==> config.mk <==
export PLATFORM = sky130hd
export DESIGN_NAME = cs_feeder
export DESIGN_NICKNAME = d
export VERILOG_FILES = /design/src/rtl/cs_feeder.sv
export SDC_FILE = /design/constraint.sdc
export NUM_CORES = 1
export LEC_CHECK = 0
export BUFFER_PORTS_ARGS = -buffer_cell sky130_fd_sc_hd__buf_2
export CORE_MARGIN = 5
export CORE_UTILIZATION = 35
export DETAILED_ROUTE_END_ITERATION = 8
export PLACE_DENSITY_LB_ADDON = 0.2
export SETUP_SLACK_MARGIN = 0.3
export SYNTH_ARGS = -nofsm -noshare
export SYNTH_HDL_FRONTEND = slang
export SYNTH_SLANG_ARGS = --single-unit
==> constraint.sdc <==
create_clock -name clk -period 2.8 [get_ports clk]
set_input_delay 0.56 -clock clk [delete_from_list [all_inputs] [get_ports clk]]
set_output_delay 0.56 -clock clk [all_outputs]
set_load 0.02 [all_outputs]
==> src/rtl/cs_feeder.sv <==
// Feeds frames of FIFO-buffered host samples to a computational system and returns its results.
// Define CS_FEEDER_STATS_EN to add the per-frame res_max / res_cnt statistics outputs.
module cs_feeder (
   input  logic       clk,
   input  logic       reset,
   input  logic [7:0] in_data,
   input  logic       in_valid,
   output logic       in_ready,
   input  logic       start,
   input  logic [7:0] frame_len,
   output logic [7:0] X,
   output logic       cs_reset,
   input  logic [9:0] Y,
   output logic [9:0] res_data,
   output logic       res_valid,
`ifdef CS_FEEDER_STATS_EN
   output logic [9:0] res_max,
   output logic [7:0] res_cnt,
`endif
   output logic       busy,
   output logic       done,
   output logic       err
);

   typedef enum logic [1:0] {IDLE, CLEAR, SEND, DRAIN} state_t;

   state_t      state, state_nxt;

   logic [7:0]  mem [16];
   logic [3:0]  wr_ptr, rd_ptr;
   logic [4:0]  count;
   logic        fifo_empty, fifo_full;
   logic        push, pop;

   logic [7:0]  len_q;
   logic [7:0]  idx;
   logic        drain_cnt;
   logic        start_acc, err_set, abort, done_set;
   logic        vld_x, vld_y;

   assign fifo_empty = (count == 5'd0);
   assign fifo_full  = (count == 5'd16);
   assign in_ready   = ~fifo_full;
   assign push       = in_valid & in_ready;
   assign busy       = (state != IDLE);

   always_comb begin
      state_nxt = state;
      pop       = 1'b0;
      start_acc = 1'b0;
      err_set   = 1'b0;
      abort     = 1'b0;
      done_set  = 1'b0;
      case (state)
         IDLE: begin
            if (start) begin
               if (frame_len >= 8'd9) begin
                  start_acc = 1'b1;
                  state_nxt = CLEAR;
               end else begin
                  err_set = 1'b1;
               end
            end
         end
         CLEAR: begin
            if (fifo_empty) begin
               err_set   = 1'b1;
               state_nxt = IDLE;
            end else begin
               state_nxt = SEND;
            end
         end
         SEND: begin
            // Underflow aborts the frame; results already in flight still complete.
            if (fifo_empty) begin
               abort     = 1'b1;
               err_set   = 1'b1;
               state_nxt = IDLE;
            end else begin
               pop = 1'b1;
               if (idx == len_q - 8'd1) state_nxt = DRAIN;
            end
         end
         DRAIN: begin
            if (drain_cnt) begin
               done_set  = 1'b1;
               state_nxt = IDLE;
            end
         end
         default: state_nxt = IDLE;
      endcase
   end

   always_ff @(posedge clk) begin
      if (reset) state <= IDLE;
      else       state <= state_nxt;
   end

   always_ff @(posedge clk) begin
      if (push) mem[wr_ptr] <= in_data;
   end

   always_ff @(posedge clk) begin
      if (reset) begin
         wr_ptr <= '0;
         rd_ptr <= '0;
         count  <= '0;
      end else begin
         if (push) wr_ptr <= wr_ptr + 4'd1;
         if (pop)  rd_ptr <= rd_ptr + 4'd1;
         if (push && !pop)      count <= count + 5'd1;
         else if (pop && !push) count <= count - 5'd1;
      end
   end

   always_ff @(posedge clk) begin
      if (reset) begin
         len_q     <= '0;
         idx       <= '0;
         drain_cnt <= 1'b0;
         X         <= '0;
         cs_reset  <= 1'b1;
         err       <= 1'b0;
         done      <= 1'b0;
      end else begin
         if (start_acc) len_q <= frame_len;
         if (start_acc)  idx <= '0;
         else if (pop)   idx <= idx + 8'd1;
         drain_cnt <= (state == DRAIN) ? ~drain_cnt : 1'b0;
         if (start_acc)  X <= '0;
         else if (pop)   X <= mem[rd_ptr];
         cs_reset <= start_acc | abort;
         if (start_acc)    err <= 1'b0;
         else if (err_set) err <= 1'b1;
         done <= done_set;
      end
   end

   // vld_x travels with X, vld_y with Y one cycle later; res_valid is the registered result.
   always_ff @(posedge clk) begin
      if (reset) begin
         vld_x     <= 1'b0;
         vld_y     <= 1'b0;
         res_valid <= 1'b0;
         res_data  <= '0;
      end else begin
         vld_x     <= pop & (idx >= 8'd8);
         vld_y     <= vld_x;
         res_valid <= vld_y;
         if (vld_y) res_data <= Y;
      end
   end

`ifdef CS_FEEDER_STATS_EN
   always_ff @(posedge clk) begin
      if (reset || start_acc) begin
         res_max <= '0;
         res_cnt <= '0;
      end else if (vld_y) begin
         res_cnt <= res_cnt + 8'd1;
         if (Y > res_max) res_max <= Y;
      end
   end
`endif

endmodule
; Word-level counts from Yosys, hierarchy flattened
; Memories as Yosys holds them, arrays and structs flattened. A register that Yosys moved wholly into a read port is not among the register bits.
; Index checks and enable logic that the tools add are counted.
[classes]
muxes = 22
eq_ne = 9
reduce_logical = 12
order_cmp = 2
add_sub_neg = 6
n_bitwise = 6
[op_table]
columns = op, count
row1 = >= comparator 8 x 4 -> 1 bit (second input constant), 2
row2 = 2-to-1 mux 1 bit, 12
row3 = 2-to-1 mux 2 bit, 6
row4 = 2-to-1 mux 5 bit, 2
row5 = adder 4 x 1 -> 4 bit (second input constant), 2
row6 = adder 8 x 1 -> 8 bit (second input constant), 1
row7 = equality test 8 bit, 1
row8 = case mux 2 bit (4 select lines), 1
row9 = subtractor 8 x 1 -> 8 bit (second input constant), 1
row10 = != test 2 bit (second input constant), 3
row11 = OR reduction 2 bit, 3
row12 = adder 5 x 1 -> 5 bit (second input constant), 1
row13 = equality test 5 bit (second input constant), 1
row14 = zero test 5 bit, 1
row15 = subtractor 5 x 1 -> 5 bit (second input constant), 1
row16 = equality test 2 bit (second input constant), 2
row17 = AND reduction 4 bit, 1
row18 = nonzero test 2 bit, 2
row19 = != test 3 bit (second input constant), 1
row20 = NOT 1 bit, 3
row21 = bitwise AND 1 bit, 2
row22 = equality test 2 x 1 -> 1 bit (second input constant), 1
row23 = logical AND 1 bit, 2
row24 = zero test 1 bit, 2
row25 = other kinds (3), 3
[totals]
inputBits = 30
mem_bits_rw = 128
memories = 1
ff_bits = 48
output_inout_bits = 24
[memory_table]
columns = memory, words, word_bits, read_ports, rd_clocked_by_memory_dff, wr, line_no
row1 = mem, 16, 8, 1, 1, 1, 29  ; logic [7:0] mem [16];

; Longest topological paths before layout
; Gate-level depths: netlist (run 1).
[logic_depth]
word_depth = 7
mapped_depth = 15
ltp_nobuf = 13

; Worst setup path before layout (run 1)
; No wires, ideal clock.
[synth_timing]
kind = flip-flop to flip-flop
start = reg count[0]
end = reg count[4]
path_slack_ps = -206
synth_period_minus_slack_ps = 3006
arrival_time_ps = 2879
path_stages_with_launch = 16
path_cell_list = dfxtp_1 or4_1 nor2_2 nor2b_1 buf_6 inv_4 buf_6 ha_1 inv_1 ha_1 nor2b_1 o21a_1 or3_1 a21oi_1 xnor2_1 nor2_1
[synth_between]
elab_chain_len = 6
elab_cells_between_ends = 15
classes_between = 2 x add/sub / 1 x eq/ne / 4 x mux / 2 x bitwise / 6 x reduce/logical
[synth_lines]
columns = element, line_no
row1 = from (decl), 31  ; logic [4:0] count;
row2 = from (signal assigned), 111  ; if (push && !pop) count <= count + 5'd1;
row3 = from (signal assigned), 112  ; else if (pop && !push) count <= count - 5'd1;
row4 = "parallel branches: the longest is 6 deep, another holds subtractor 5 x 1 -> 5 bit", -
; Parallel ways; which one is timed is not known. The select of a mux whose other input is x is not followed.
; A chain may end at the register's enable or synchronous reset.

; Worst setup path after layout (run 1)
[layout_timing]
start = reg count[3]
end = reg count[4]
; Same word-level chain as after synthesis.

==> out/summary.txt, run 1 <==
Clk buf depth = 2
Seq/Total Area, Yosys = 0.647
Measured slew at the worst slew-check pin = 0.718 ns
# DRC = 0
Global-route wire length before repair = 23,600 um
EDFF count, synth = 128
Post-route total power = 6.25 mW
Core Rows = 54
Worst setup path start = count[3]$_SDFFE_PP0P_
Synthesized Nets = 551
Synth top area share = 0.501
Area leader, netlist = edfxtp_1
H-tree Lvls = 4
Setup slack, reg-to-reg = 0.19 ns
GRT Util Overall = 0.125
Max-slew violations = 0
Vias in the first global route = 4,257
Worst EP arrival = 2.91 ns
Synth Area per Inst = 15.3 um^2
Hold Crit Class = primary input to flip-flop
Final setup violation count = 0
Area after DPL = 8350 um^2
Post-Synthesis Cell Area = 7680 um^2
Top FF cell, synth = edfxtp_1
Crit end category = flip-flop
Commonest cells after routing, fill and taps aside = edfxtp_1, nor2_1, buf_2, dfxtp_1, nand2_1
Final net count = 623
Drt first pass iters = 4
Drt wl/cell = 17.3 um
Status = finished, final reports clean
CTS buffer count = 17
Initial Utilization = 0.354
RSZ-0062 raised after global routing = true
R2R cell count = 13
CTS tree = yes
Vias/cell = 4.83
Hold_buf cts = 0
IO Port Bufs = 53
Worst Setup Start Kind = flip-flop
Die Width = 158 um
Final Cell Area = 8960 um^2
Root Buffer = clkbuf_16
Peak supply drop = 325 uV
Syn Inst Count = 502
Antenna viol nets, final = 0
Share of layout cells above drive strength 1 = 0.259
DRT Wirelength = 15,000 um
DP Worst Slack = 0.0472 ns
Warnings from Yosys = 0
Leakage = 3.12 nW
Total grt overflow = 0
Final hold violation count = 0
Largest net degree at the start of global routing = 40
Hold wc startpoint = Y[8]
Crit share post-route = 0.932
Synth unique cells = 47
DIE HEIGHT = 158 um
DR vias = 4,185
PnR worst setup slack = 0.192 ns
CP Data Required Time = 3.10 ns
Clock slew at reported path FFs = 0.07 ns
Pwr per Cell Area = 698 nW/um^2
Area added between synthesis and finish = 16.7%
Post-route minimum period = 2.61 ns
Area contributors post-synth = edfxtp_1, dfxtp_1, mux4_2
WHS Path Cells = 3
Max_cap viols = 0
Clk Latency, worst-skew pair = 0.42 ns
CP Max Fanout = 4
GP Congestion = 0.741
Yosys reg bits = 184
Peak Freq = 383 MHz
CORE AREA = 21,700 um^2
Die ar. = 25,000 um^2
Fillers = 1,990
Iter 0 DRT Violations = 223
Num Clock Sinks = 184
Slew Limit Headroom = 0.521
Post-DP HPWL = 10,200 um
Worst Skew = 0.00846 ns
Worst reg2reg startpoint = count[3]$_SDFFE_PP0P_
Initial antenna violation count = 0
Io pins = 54
Most common cell after layout, fill and taps aside = edfxtp_1
Antenna cells = 0
CP Class = flip-flop to flip-flop
Async SR Flop Fraction = 0
[cell type report]
class	instances	area (um^2)	share of cell area
inverters	15	61.3	0.00684
clock buffers	18	429	0.0479
well taps	280	350	0.0391
multi-input cells	276	2530	0.282
clock inverters	14	140	0.0156
repair buffers	80	480	0.0536
flip-flops and latches	184	4970	0.555
[power breakdown]
part	internal (mW)	leakage [nW]	switching (mW)	total, mW
Clock	1.25	0.270	1.05	2.30
Sequential	3.03	1.61	0.0759	3.10
Combinational	0.392	1.24	0.458	0.850
Total	4.67	3.12	1.58	6.25
[registers in the layout (all words and copies together) (netlist names)]
register   cells
idx            8
res_data      10
res_valid      1
len_q          8
err            1
vld_x          1
X              8
wr_ptr         4
state          2
cs_reset       1
vld_y          1
mem          128
rd_ptr         4
drain_cnt      1
done           1
count          5
[cell families after synthesis]
kind of cell,share of synthesized area
simple gates,0.0864
flops,0.647
xor+xnor,0.0274
buf+inv,0.0295
fa+ha+maj,0.0319
mux,0.149
compound gates,0.0290
[worst paths after layout]
path                         endpoint
min reg2reg      drain_cnt$_SDFF_PP0_
max reg2reg     count[4]$_SDFFE_PP0P_
min          res_data[8]$_SDFFE_PP0P_
max             count[4]$_SDFFE_PP0P_
[cell usage after synthesis, types with 3 or more instances]
cell type / number
edfxtp_1: 128
nor2_1: 65
dfxtp_1: 56
nand2_1: 30
a21oi_1: 23
mux4_2: 22
ha_1: 18
mux4_1: 18
xor2_1: 16
mux2i_1: 15
inv_1: 14
clkbuf_1: 11
xnor2_1: 8
buf_1: 7
nor2b_1: 7
nor3_1: 7
nand3_1: 6
nand4_1: 6
buf_6: 4
nand2b_1: 4
a21o_1: 3
buf_2: 3
[worst max-delay path: stages (launching register included)]
cell	delay, ns
dfxtp_2	0.32
or4_4	0.54
nor2_4	0.11
nor2b_2	0.07
inv_6	0.06
ha_4	0.14
inv_2	0.06
ha_4	0.22
nor2b_1	0.15
o21a_1	0.18
or3_1	0.32
a21oi_2	0.15
xnor2_1	0.12
nor2_1	0.05
[layer usage]
layer	GRT usage	routed length, um	up-vias
met5	0	0	-
li1	-	-	2021
met4	0.0410	203	0
met1	0.166	6880	2081
met3	0.0317	533	17
met2	0.202	7370	66
[repair_timing]
item,in CTS,in global routing
setup buffers,3,0
pin swaps,2,0
setup endpoints to repair,2,2
gates resized for setup,6,0
[stage by stage]
stage | TNS [ns] | instances | util | hold WS, ns
final | 0 | 867 | 0.413 | 0.373
after global routing | 0 | 867 | 0.413 | 0.356
after CTS | 0 | 867 | 0.413 | 0.354
after detailed placement | 0 | 832 | 0.385 | 0.422
after global placement | 0 | 832 | 0.385 | 0.406
after floorplan | -0.0166 | 502 | - | 0.398
(Power assumes the default switching activity.)
==> inputs of run 2 (changes only) <==
--- a/config.mk
+++ b/config.mk
@@ -10,6 +10,7 @@
 export CORE_UTILIZATION = 35
 export DETAILED_ROUTE_END_ITERATION = 8
 export PLACE_DENSITY_LB_ADDON = 0.2
+export REMOVE_ABC_BUFFERS = 1
 export SETUP_SLACK_MARGIN = 0.3
 export SYNTH_ARGS = -nofsm -noshare
 export SYNTH_HDL_FRONTEND = slang
==> run 2 against run 1 <==
Effect of this change:
- first-iteration DRC count up 29%
- die area stayed put
- sequential power is essentially flat
- via count is 1.1% higher
- total power increased by 4.1%
- routed wire length is 1.6% higher
- core utilization rose by 0.64 points
- global-route usage increased by 0.21 points
- critical endpoint unchanged
==> out/summary.txt, run 2 (synthesis gave the netlist of run 1 again) <==
Slowest CP cell = or4_4
Measured slew at the worst slew-check pin = 0.611 ns (-0.107 ns)
GRT Util Overall = 0.127 (+0.00206)
Delay-heaviest family, CP = simple AND/OR/NAND/NOR gates
Worst-path cell chain = or4_4 -> nor2_4 -> nor2b_2 -> inv_4 -> ha_4 -> inv_2 -> ha_4 -> nor2b_2 -> o21a_1 -> or3_4 -> a21oi_4 -> xnor2_1 -> nor2_1
Die ar. = 25,000 um^2 (unchanged)
Io pins = 54 (unchanged)
Area added between synthesis and finish = 18.5%
Pwr per Cell Area = 715 nW/um^2 (+2.5%)
Max_cap viols = 0 (unchanged)
Worst Setup Start Kind = flip-flop
Post-route minimum period = 2.64 ns (+0.0355 ns)
Final Cell Area = 9100 um^2 (+1.6%)
Max-slew violations = 0 (unchanged)
Iter 0 DRT Violations = 288 (+29%)
Drt wl/cell = 17.4 um (+0.65%)
Hold WS = 0.371 ns (-0.00207 ns)
R2r endpoint = count[4]$_SDFFE_PP0P_
IO Port Bufs = 53 (unchanged)
Fillers = 1,944 (-2.3%)
CTS tree = yes
CP Max Fanout = 4 (unchanged)
DIE HEIGHT = 158 um (unchanged)
CP Class = flip-flop to flip-flop
Clock slew at reported path FFs = 0.08 ns (about the same)
Hold Crit Class = primary input to flip-flop
Crit end category = flip-flop
Max FFs per register = 128 (unchanged)
CORE AREA = 21,700 um^2 (unchanged)
# DRC = 0 (unchanged)
Global-route wire length before repair = 24,300 um (+2.9%)
Largest register by flop count = mem
Hold_buf cts = 0 (unchanged)
DRT Wirelength = 15,200 um (+1.6%)
Area after DPL = 8370 um^2 (+0.28%)
Initial antenna violation count = 0 (unchanged)
CTS buffer count = 17 (unchanged)
Worst EP arrival = 2.95 ns (+0.04 ns)
Clk Latency, worst-skew pair = 0.43 ns (about the same)
Most common cell after layout, fill and taps aside = edfxtp_1
Final hold violation count = 0 (unchanged)
Final net count = 631 (+1.3%)
Biggest regs = mem: 128 flops, res_data: 10 flops
Vias in the first global route = 4,522 (+6.2%)
DR vias = 4,229 (+1.1%)
Post-DP HPWL = 10,700 um (+4.0%)
GP Congestion = 0.794 (+7.2%)
CP Buf/Inv Count = 2 (unchanged)
WHS Path Cells = 3 (unchanged)
Share of layout cells above drive strength 1 = 0.282 (+0.0234)
H-tree Lvls = 4 (unchanged)
Num Clock Sinks = 184 (unchanged)
Critical Path End = count[4]$_SDFFE_PP0P_
Root Buffer = clkbuf_16
Clk buf depth = 2 (unchanged)
Peak supply drop = 311 uV (-4.1%)
Worst reg2reg startpoint = count[2]$_SDFFE_PP0P_
Largest net degree at the start of global routing = 40 (unchanged)
Crit path largest cell delay = 0.50 ns (-0.04 ns)
Worst Skew = 0.00921 ns (+0.000742 ns)
CP Data Required Time = 3.11 ns (about the same)
Antenna cells = 0 (unchanged)
Status = finished, final reports clean
Crit share post-route = 0.944 (+0.0127)
Commonest cells after routing, fill and taps aside = edfxtp_1, nor2_1, dfxtp_1, buf_2, buf_4
Final setup violation count = 0 (unchanged)
Core Rows = 54 (unchanged)
Setup slack, reg-to-reg = 0.16 ns (-0.04 ns)
Leakage = 3.19 nW (+2.3%)
R2R cell count = 13 (unchanged)
Initial Utilization = 0.354 (unchanged)
Drt first pass iters = 4 (unchanged)
Slew Limit Headroom = 0.592 (+0.0709)
Vias/cell = 4.83 (+0.13%)
Peak Freq = 378 MHz (-1.3%)
Total grt overflow = 0 (unchanged)
CP Depth = 13 (unchanged)
Antenna viol nets, final = 0 (unchanged)
Die Width = 158 um (unchanged)
RSZ-0062 raised after global routing = true
Worst setup path start = count[2]$_SDFFE_PP0P_
==> run 2: stage by stage <==
stage / setup WS [ns] / power (mW) / setup TNS [ns] / util / std cells
2_1_floorplan: -0.359 / 3.66 / -0.427 / - / 475
3_3_place_gp: 0.0812 / 3.93 / 0 / 0.386 / 841
3_5_place_dp: -0.00730 / 3.98 / -0.00730 / 0.386 / 841
4_1_cts: 0.239 / 6.53 / 0 / 0.418 / 875
5_1_grt: 0.0741 / 6.81 / 0 / 0.419 / 875
6_report: 0.156 / 6.51 / 0 / 0.419 / 875
==> run 2: where the power goes <==
part / internal [mW] / switching (mW) / leakage [nW]
Clock: 1.29 / 1.14 / 0.301
Sequential: 3.03 / 0.0897 / 1.61
Combinational: 0.456 / 0.499 / 1.28
==> run 2: worst min-delay path by stage <==
stage	startpoint	end	slack (ns)
finish	Y[8]	res_data[8]$_SDFFE_PP0P_	0.37
detailed placement	drain_cnt$_SDFF_PP0_	drain_cnt$_SDFF_PP0_	0.41
global route	Y[9]	res_data[9]$_SDFFE_PP0P_	0.36
global placement	drain_cnt$_SDFF_PP0_	drain_cnt$_SDFF_PP0_	0.41
CTS	Y[8]	res_data[8]$_SDFFE_PP0P_	0.35
floorplan	drain_cnt$_SDFF_PP0_	drain_cnt$_SDFF_PP0_	0.40
==> run 2: area by class of cell <==
class	count	area [um^2]	area share
timing repair buffer	88	528	0.0580
sequential	184	4970	0.546
clock inverter	15	188	0.0206
clock buffer	17	425	0.0468
multi-input combinational	276	2570	0.283
inverter	15	58.8	0.00646
tap	280	350	0.0385
==> run 2: tightest hold or removal path, cell delays in order <==
cell	delay, ns
buf_2	0.08
mux2i_1	0.05
nor2_1	0.08
==> run 2: repair_timing <==
action                                  CTS  global route
setup buffers                             2             0
endpoints found under the setup margin    2             2
resized for setup                        12             7
pin swaps                                 5             4
==> run 2: routing by layer <==
metal,wire (um),GRT usage
met3,657,0.0334
met5,0,0
met2,7750,0.222
met4,153,0.0353
met1,6660,0.156
==> inputs of run 3 (changes only) <==
--- a/config.mk
+++ b/config.mk
@@ -7,7 +7,7 @@
 export LEC_CHECK = 0
 export BUFFER_PORTS_ARGS = -buffer_cell sky130_fd_sc_hd__buf_2
 export CORE_MARGIN = 5
-export CORE_UTILIZATION = 35
+export CORE_UTILIZATION = 54
 export DETAILED_ROUTE_END_ITERATION = 8
 export PLACE_DENSITY_LB_ADDON = 0.2
 export REMOVE_ABC_BUFFERS = 1
==> run 3 against run 2 <==
Effect of this change:
- fmax about the same
- highest routed layer unchanged
- critical endpoint unchanged
- clock power is 2% higher
- first-iteration DRC count is 19% lower
- hold slack better by 0.0066 ns
==> out/summary.txt, run 3 (synthesis gave the netlist of run 1 again) <==
Status = finished, final reports clean
Die Width = 129 um (-18%)
Clk buf depth = 2 (unchanged)
Final hold violation count = 0 (unchanged)
Total grt overflow = 0 (unchanged)
Core Rows = 43 (-20%)
Largest net degree at the start of global routing = 40 (unchanged)
Drt wl/cell = 18.4 um (+6.0%)
Crit path largest cell delay = 0.54 ns (+0.04 ns)
Worst Skew = 0.00888 ns (-0.000324 ns)
Worst EP arrival = 2.94 ns (about the same)
RSZ-0062 raised after global routing = true
Crit end category = flip-flop
IO Port Bufs = 53 (unchanged)
Area added between synthesis and finish = 17.5%
CTS tree = yes
DRT Wirelength = 14,300 um (-5.7%)
Antenna viol nets, final = 0 (unchanged)
Hold WS = 0.378 ns (+0.00662 ns)
DIE HEIGHT = 129 um (-18%)
Vias in the first global route = 4,277 (-5.4%)
Num Clock Sinks = 184 (unchanged)
H-tree Lvls = 4 (unchanged)
Biggest regs = mem: 128 flops, res_data: 10 flops
Delay-heaviest family, CP = simple AND/OR/NAND/NOR gates
Leakage = 3.22 nW (+0.91%)
# DRC = 0 (unchanged)
Largest register by flop count = mem
Clk Latency, worst-skew pair = 0.42 ns (about the same)
GRT Util Overall = 0.178 (+0.0509)
DR vias = 4,237 (+0.19%)
Global-route wire length before repair = 22,400 um (-7.6%)
Hold_buf cts = 0 (unchanged)
Vias/cell = 5.45 (+13%)
Slew Limit Headroom = 0.451 (-0.142)
Most common cell after layout, fill and taps aside = edfxtp_1
Max FFs per register = 128 (unchanged)
Post-route minimum period = 2.64 ns (-0.000757 ns)
Root Buffer = clkbuf_16
CP Max Fanout = 3 (-1)
Max_cap viols = 0 (unchanged)
CTS buffer count = 17 (unchanged)
GP Congestion = 0.797 (+0.29%)
Commonest cells after routing, fill and taps aside = edfxtp_1, nor2_1, buf_2, dfxtp_1, nand2_1
Max-slew violations = 0 (unchanged)
Antenna cells = 0 (unchanged)
Initial antenna violation count = 0 (unchanged)
Worst Setup Start Kind = flip-flop
Drt first pass iters = 4 (unchanged)
CORE AREA = 13,900 um^2 (-36%)
Die ar. = 16,700 um^2 (-33%)
Iter 0 DRT Violations = 234 (-19%)
Fillers = 984 (-49%)
Slowest CP cell = or4_4
CP Class = flip-flop to flip-flop
Post-DP HPWL = 9410 um (-12%)
Post-route total power = 6.85 mW (+5.3%)
Crit share post-route = 0.944 (about the same)
Share of layout cells above drive strength 1 = 0.284 (+0.00193)
Clock slew at reported path FFs = 0.07 ns (about the same)
Worst-path cell chain = or4_4 -> nor2_4 -> nor2b_2 -> inv_4 -> ha_4 -> inv_2 -> ha_4 -> nor2b_2 -> o21a_1 -> or3_4 -> a21oi_2 -> xnor2_1 -> nor2_1
Hold Crit Class = primary input to flip-flop
Peak Freq = 378 MHz (about the same)
Peak supply drop = 606 uV (+95%)
Final net count = 634 (+0.48%)
Final setup violation count = 0 (unchanged)
Initial Utilization = 0.551 (+0.197)
CP Data Required Time = 3.10 ns (about the same)
Io pins = 54 (unchanged)
Pwr per Cell Area = 759 nW/um^2 (+6.1%)
CP Buf/Inv Count = 2 (unchanged)
Measured slew at the worst slew-check pin = 0.821 ns (+0.210 ns)
Setup slack, reg-to-reg = 0.16 ns (about the same)
run 3: cell count changes in the layout (fill, tap and decap cells not counted), moves of 2 or more:
cell / delta
clkinv_4: +2
ha_4: -2
bufinv_16: +3
clkinv_8: -3
ha_1: +2
inv_8: -4
buf_6: +8
buf_4: -6
clkinv_2: +3
inv_6: -3
run 3: worst paths after layout:
check                         from                        to  cells past startpoint
min                           Y[1]  res_data[1]$_SDFFE_PP0P_                      3
min reg2reg   drain_cnt$_SDFF_PP0_      drain_cnt$_SDFF_PP0_                      1
max reg2reg  count[0]$_SDFFE_PP0P_     count[4]$_SDFFE_PP0P_                     13
max          count[0]$_SDFFE_PP0P_     count[4]$_SDFFE_PP0P_                     13
run 3: cell type report:
type / count / area (um^2) / share of cell area
Inverter: 15 / 58.8 / 0.00652
Sequential cell: 184 / 4970 / 0.551
Clock inverter: 14 / 198 / 0.0219
Multi-Input combinational cell: 276 / 2550 / 0.282
Tap cell: 180 / 225 / 0.0250
Clock buffer: 18 / 429 / 0.0476
Timing Repair Buffer: 91 / 593 / 0.0657
run 3: what timing repair did:
item                       CTS  global route
setup endpoints to repair    2             4
gates resized for setup      8            17
buffers inserted            12             2
pin swaps                    2             2
gates cloned                 0             0
run 3: where the power goes:
part	total, mW	internal, mW	leakage (nW)	switching, mW
clock	2.50	1.50	0.307	0.995
sequential	3.10	3.03	1.61	0.0732
combinational	1.25	0.670	1.30	0.577
run 3: layer usage:
layer / track usage / vias up / wire length, um
met5: 0 / - / 0
met4: 0.0445 / 0 / 129
met3: 0.0486 / 11 / 613
met2: 0.299 / 82 / 7370
met1: 0.233 / 2102 / 6230
li1: - / 2042 / -
run 3: per-stage QoR:
step	area [um^2]	worst slack [ns]	setup TNS [ns]	util	instances
finish	9020	0.157	0	0.648	778
global route	9020	0.0409	0	0.648	778
CTS	8940	0.180	0	0.642	776
global placement	8190	0.0925	0	0.588	732
floorplan	7510	-0.359	-0.427	-	475
detailed placement	8190	0.00842	0	0.588	732
run 3: worst register-to-register path: stages (launching register included):
cell and delay [ns]:
dfxtp_2 0.32, or4_4 0.54, nor2_4 0.11, nor2b_2 0.06, inv_4 0.06, ha_4 0.13, inv_2 0.05, ha_4 0.22
nor2b_2 0.16, o21a_1 0.18, or3_4 0.34, a21oi_2 0.18, xnor2_1 0.13, nor2_1 0.05
